File: config.mk
export PLATFORM = sky130hd
export DESIGN_NAME = h_matrix_feeder
export DESIGN_NICKNAME = d
export VERILOG_FILES = /design/src/rtl/h_matrix_feeder.sv
export SDC_FILE = /design/constraint.sdc
export NUM_CORES = 1
export LEC_CHECK = 0
export CORE_ASPECT_RATIO = 2
export CORE_MARGIN = 2
export CORE_UTILIZATION = 45
export CTS_BUF_LIST = sky130_fd_sc_hd__clkbuf_4 sky130_fd_sc_hd__clkbuf_8
export DETAILED_ROUTE_END_ITERATION = 12
export PLACE_DENSITY = 0.73
export SETUP_SLACK_MARGIN = 0.05
export SYNTH_ARGS = -nofsm -noshare
export SYNTH_HDL_FRONTEND = slang
export SYNTH_SLANG_ARGS = --single-unit
File: constraint.sdc
create_clock -name clk -period 6.6 [get_ports clk]
set_clock_uncertainty 0.05 [all_clocks]
set_input_delay 1.98 -clock clk [delete_from_list [all_inputs] [get_ports clk]]
set_output_delay 1.98 -clock clk [all_outputs]
set_load 0.1 [all_outputs]
File: src/rtl/h_matrix_feeder.sv
// h_matrix_feeder: holds one 4x4 complex H matrix and replays it row-major to the
// Hq/Dh calculator once per q_index. Optional WAIT watchdog: define H_FEEDER_TIMEOUT_EN.
module h_matrix_feeder #(
    parameter int N              = 32,
    parameter int Q_NUM          = 16,
    parameter int TIMEOUT_CYCLES = 1024
) (
    input  logic                clk,
    input  logic                rst_n,
    input  logic                wr_en,
    input  logic [3:0]          wr_addr,
    input  logic signed [N-1:0] wr_r,
    input  logic signed [N-1:0] wr_i,
    input  logic                run_start,
    output logic                busy,
    output logic                start_new_q,
    output logic [3:0]          q_index,
    output logic                H_in_valid,
    output logic signed [N-1:0] H_in_r,
    output logic signed [N-1:0] H_in_i,
    input  logic                q_calc_done,
    output logic                run_done
`ifdef H_FEEDER_TIMEOUT_EN
    ,
    output logic                timeout_err
`endif
);

    typedef enum logic [2:0] {
        S_IDLE,
        S_START,
        S_STREAM,
        S_WAIT,
        S_FINISH
    } state_t;

    localparam logic [3:0] Q_LAST    = 4'(Q_NUM - 1);
    localparam logic [3:0] ELEM_LAST = 4'd15;

    state_t              state_q, state_d;
    logic [3:0]          q_cnt_q, q_cnt_d;
    logic [3:0]          elem_cnt_q, elem_cnt_d;
    logic                busy_q, busy_d;
    logic                start_new_q_q, start_new_q_d;
    logic [3:0]          q_index_q, q_index_d;
    logic                h_valid_q, h_valid_d;
    logic signed [N-1:0] h_r_q, h_r_d;
    logic signed [N-1:0] h_i_q, h_i_d;
    logic                run_done_q, run_done_d;

    logic signed [N-1:0] mem_r_q [16];
    logic signed [N-1:0] mem_i_q [16];

`ifdef H_FEEDER_TIMEOUT_EN
    localparam int             WD_W    = (TIMEOUT_CYCLES > 2) ? $clog2(TIMEOUT_CYCLES) : 1;
    localparam logic [WD_W-1:0] WD_LAST = WD_W'(TIMEOUT_CYCLES - 1);

    logic [WD_W-1:0] wd_cnt_q, wd_cnt_d;
    logic            timeout_err_q, timeout_err_d;
`endif

    // Host writes are gated by the registered busy flag, so a write landing on the
    // same edge as an accepted run_start is still committed before the first read.
    always_ff @(posedge clk) begin
        if (wr_en && !busy_q) begin
            mem_r_q[wr_addr] <= wr_r;
            mem_i_q[wr_addr] <= wr_i;
        end
    end

    always_comb begin
        state_d    = state_q;
        q_cnt_d    = q_cnt_q;
        elem_cnt_d = elem_cnt_q;
`ifdef H_FEEDER_TIMEOUT_EN
        wd_cnt_d      = wd_cnt_q;
        timeout_err_d = timeout_err_q;
`endif

        case (state_q)
            S_IDLE: begin
                if (run_start) begin
                    state_d = S_START;
                    q_cnt_d = 4'd0;
`ifdef H_FEEDER_TIMEOUT_EN
                    timeout_err_d = 1'b0;
`endif
                end
            end
            S_START: begin
                state_d    = S_STREAM;
                elem_cnt_d = 4'd0;
            end
            S_STREAM: begin
                if (elem_cnt_q == ELEM_LAST) begin
                    state_d = S_WAIT;
`ifdef H_FEEDER_TIMEOUT_EN
                    wd_cnt_d = '0;
`endif
                end else begin
                    elem_cnt_d = elem_cnt_q + 4'd1;
                end
            end
            S_WAIT: begin
                // A done arriving on the timeout cycle takes priority over the watchdog.
                if (q_calc_done) begin
                    if (q_cnt_q == Q_LAST) begin
                        state_d = S_FINISH;
                    end else begin
                        state_d = S_START;
                        q_cnt_d = q_cnt_q + 4'd1;
                    end
                end
`ifdef H_FEEDER_TIMEOUT_EN
                else if (wd_cnt_q == WD_LAST) begin
                    state_d       = S_FINISH;
                    timeout_err_d = 1'b1;
                end else begin
                    wd_cnt_d = wd_cnt_q + WD_W'(1);
                end
`endif
            end
            S_FINISH: begin
                state_d = S_IDLE;
            end
            default: begin
                state_d = S_IDLE;
            end
        endcase

        // Outputs are registered from the next state so they line up with state_q.
        start_new_q_d = (state_d == S_START);
        q_index_d     = (state_d == S_START) ? q_cnt_d : q_index_q;
        h_valid_d     = (state_d == S_STREAM);
        h_r_d         = h_valid_d ? mem_r_q[elem_cnt_d] : '0;
        h_i_d         = h_valid_d ? mem_i_q[elem_cnt_d] : '0;
        busy_d        = (state_d == S_START) || (state_d == S_STREAM) || (state_d == S_WAIT);
        run_done_d    = (state_d == S_FINISH);
    end

    always_ff @(posedge clk or negedge rst_n) begin
        if (!rst_n) begin
            state_q       <= S_IDLE;
            q_cnt_q       <= 4'd0;
            elem_cnt_q    <= 4'd0;
            busy_q        <= 1'b0;
            start_new_q_q <= 1'b0;
            q_index_q     <= 4'd0;
            h_valid_q     <= 1'b0;
            h_r_q         <= '0;
            h_i_q         <= '0;
            run_done_q    <= 1'b0;
        end else begin
            state_q       <= state_d;
            q_cnt_q       <= q_cnt_d;
            elem_cnt_q    <= elem_cnt_d;
            busy_q        <= busy_d;
            start_new_q_q <= start_new_q_d;
            q_index_q     <= q_index_d;
            h_valid_q     <= h_valid_d;
            h_r_q         <= h_r_d;
            h_i_q         <= h_i_d;
            run_done_q    <= run_done_d;
        end
    end

`ifdef H_FEEDER_TIMEOUT_EN
    always_ff @(posedge clk or negedge rst_n) begin
        if (!rst_n) begin
            wd_cnt_q      <= '0;
            timeout_err_q <= 1'b0;
        end else begin
            wd_cnt_q      <= wd_cnt_d;
            timeout_err_q <= timeout_err_d;
        end
    end

    assign timeout_err = timeout_err_q;
`endif

    assign busy        = busy_q;
    assign start_new_q = start_new_q_q;
    assign q_index     = q_index_q;
    assign H_in_valid  = h_valid_q;
    assign H_in_r      = h_r_q;
    assign H_in_i      = h_i_q;
    assign run_done    = run_done_q;

endmodule

==> impl_metrics.env <==
export IMPL_cts_tree="yes"
export IMPL_layout_min_cycle_time_ns=4.60
export IMPL_power_internal_mw=15.0
export IMPL_multi_input_area_um2=16700
export IMPL_placed_cells=5547
export IMPL_yosysWarnings=0
export IMPL_clockRootBuffer="clkbuf_8"
export IMPL_dr_pass1_iters=6
export IMPL_startpoint_type="flop"
export IMPL_cts_resized=0
export IMPL_ios=145
export IMPL_layout_setup_ws_ns=2.00
export IMPL_finalPower_mw=27.7
export IMPL_crit_arrival_ns=5.16
export IMPL_p_clk_frac=0.192
export IMPL_synthCells=4192
export IMPL_period_share=0.697
export IMPL_rsz0062_at_grt="false"
export IMPL_clk_path_buf_depth=3
export IMPL_ys_async_sr_fraction=0.0750
export IMPL_worstPathRequired_ns=7.16
export IMPL_synth_distinct_cells=48
export IMPL_drive_gt1_frac=0.113
export IMPL_cts_sinks=1107
export IMPL_layout_cells_non_filler=5812
export IMPL_dieHeight_um=480
export IMPL_syn_area_per_cell_um2=12.2
export IMPL_drt_iter0_drc=3827
export IMPL_routedWlPerCell_um=25.6
export IMPL_syn_nets=4267
export IMPL_cts_buffers=144
export IMPL_synth_area_leaders="edfxtp_1, nand2_1, mux2i_1"
export IMPL_drtAntennaViolNets=0
export IMPL_final_nets=4272
export IMPL_tightest_slew_ns=1.09
export IMPL_ys_ff_latch=1107
export IMPL_met3_length_mm=11.2
export IMPL_utilization=0.506
export IMPL_max_freq_ghz=0.217
export IMPL_hp_class="flop to flop"
export IMPL_area_delta_synth_final_pct=11.3
export IMPL_totalWireLength_mm=149
export IMPL_final_common_cell="nand2_1"
export IMPL_synth_top_area_frac=0.603
export IMPL_peakVddDrop_uv=480
export IMPL_setup_viol=0
export IMPL_core_area_um2=112000
export IMPL_overflow=0
export IMPL_start_util=0.454
export IMPL_pwr_share_seq=0.297
export IMPL_p_leak_nw=19.5
export IMPL_grt_usage=0.250
export IMPL_portBuffers=144
export IMPL_synth_edf_count=1024
export IMPL_drc=0
export IMPL_p_switching_mw=12.7
export IMPL_seq_area_um2=32800
export IMPL_cp_cell_sequence="ha_1 -> and3_1 -> nor3b_1 -> nor2_1 -> nand2_4 -> buf_12 -> buf_4 -> a221oi_1 -> nor4_1 -> o22ai_1"
export IMPL_hold_viol_final=0
export IMPL_critPathMaxFanout=61
export IMPL_synthFlopType="edfxtp_1"
export IMPL_drv_slew=0
export IMPL_htreeDepth=4
export IMPL_synth_largest_area_cell="edfxtp_1"
export IMPL_critPathKind="flop to flop"
export IMPL_power_switching_share=0.458
export IMPL_clk_pin_slew_ns=0.07
export IMPL_wl_met1_mm=53.4
export IMPL_grt_pass1_wl_mm=223
export IMPL_hold_ws_ns=0.453
export IMPL_grt_pass1_vias=37500
export IMPL_dieArea_um2=116000
export IMPL_cpPeakStageDelay_ns=0.69
export IMPL_dpl_hpwl_mm=81.0
export IMPL_synth_area_um2=51000
export IMPL_n_fill_cell=9452
export IMPL_globalplace_congestion=0.799
export IMPL_p_comb_frac=0.512
export IMPL_clock_latency_ns=0.83
export IMPL_outcome="finished, final reports clean"
export IMPL_num_rows=174
export IMPL_antenna_found_initial=12
export IMPL_max_cap_viol_count=0
export IMPL_via_per_inst=6.44
export IMPL_slew_headroom=0.274
export IMPL_postCtsSetupRepairBufs=0
export IMPL_r2r_slack_ns=2.00
export IMPL_grt_max_degree=184
export IMPL_ctsHoldBuffers=0
export IMPL_ys_seq_area_frac=0.643
export IMPL_dr_total_vias=37500
export IMPL_post_place_ws_ns=1.58
export IMPL_end_kind="flop"
export IMPL_cp_slowest_cell="dfrtp_4"
export IMPL_die_x_um=242
export IMPL_setup_tns_ns=0
export IMPL_wl_met2_mm=74.9
export IMPL_place_area_um2=53800
export IMPL_highest_layer="met5"
export IMPL_final_cell_mix="nand2_1, edfxtp_1, a21oi_1"
export IMPL_power_density_nw_per_um2=487
export IMPL_fin_area_um2=56800
## cell type report
cell class,count,area share
Sequential cell,1107,0.578
Antenna cell,7,0.000308
Clock inverter,49,0.00588
Clock buffer,209,0.0465
Tap cell,1496,0.0330
Inverter,5,0.000595
Multi-Input combinational cell,2712,0.293
Timing Repair Buffer,227,0.0423
## power by group through the flow
stage	combinational, mW	sequential, mW	clock (mW)
floorplan	8.81	9.41	0
global placement	13.7	8.38	0
detailed placement	14.0	8.37	0
CTS	14.0	8.22	5.38
global route	15.0	8.24	5.63
finish	14.2	8.22	5.30
## worst max-delay path: cells and delay by family, from the launching register on
family	cells	cell delay (ns)
and+or+nand+nor	5	2.03
AOI/OAI and AO/OA	2	0.31
DFF	1	0.69
buffers and inverters	2	0.75
adders and majority gates	1	0.34
## flip-flops by register name, indices dropped and copies added, names as in the netlist
signal and count:
H_in_r 32, start_new_q 1, run_done 1, q_cnt_q 4, H_in_valid 1, busy 1, q_index 4, mem_i_q 512
H_in_i 32, state_q 3, elem_cnt_q 4, mem_r_q 512
## worst paths after layout
check / from / to / cells after the start
max reg2reg: elem_cnt_q[0] / H_in_r[28] / 10
max: elem_cnt_q[0] / H_in_r[28] / 10
max in group asynchronous: rst_n / H_in_i[14] / 2
min in group asynchronous: rst_n / H_in_r[5] / 1
min reg2reg: q_index[2] / q_index[2] / 1
min: q_index[2] / q_index[2] / 1
## cell families (layout without fill, tap and decap cells)
logic type / after synthesis / in the layout / share of synthesized area
flops: 1107 / 1107 / 0.643
fa+ha+maj: 2 / 2 / 0.000490
simple gates: 1346 / 1346 / 0.113
other cells: 0 / 7 / 0
compound gates: 975 / 975 / 0.129
mux: 389 / 389 / 0.0796
buf+inv: 373 / 490 / 0.0337
## cells in the mapped netlist, types with 2 or more instances
library cell	instances
a21oi_1	260
a221oi_1	256
a22o_1	2
a311oi_1	128
a31oi_1	128
and3_1	130
buf_1	15
buf_2	90
buf_4	26
buf_6	14
clkbuf_1	221
dfrtp_1	83
edfxtp_1	1024
ha_1	2
inv_1	4
mux2_2	132
mux2i_1	257
nand2_1	1033
nand2b_1	5
nand3_1	4
nand4_1	2
nor2_1	21
nor2b_1	3
nor3_1	8
nor3b_1	2
nor4_1	128
o21ai_0	124
o21ai_1	6
o22ai_1	64
or2_2	2
## layer usage
metal / vias to the layer above / GRT usage
met5: - / 0
met4: 6 / 0.162
met3: 516 / 0.0407
met2: 1946 / 0.435
met1: 18800 / 0.286
li1: 16200 / -
Power figures use the tool's default switching activity.
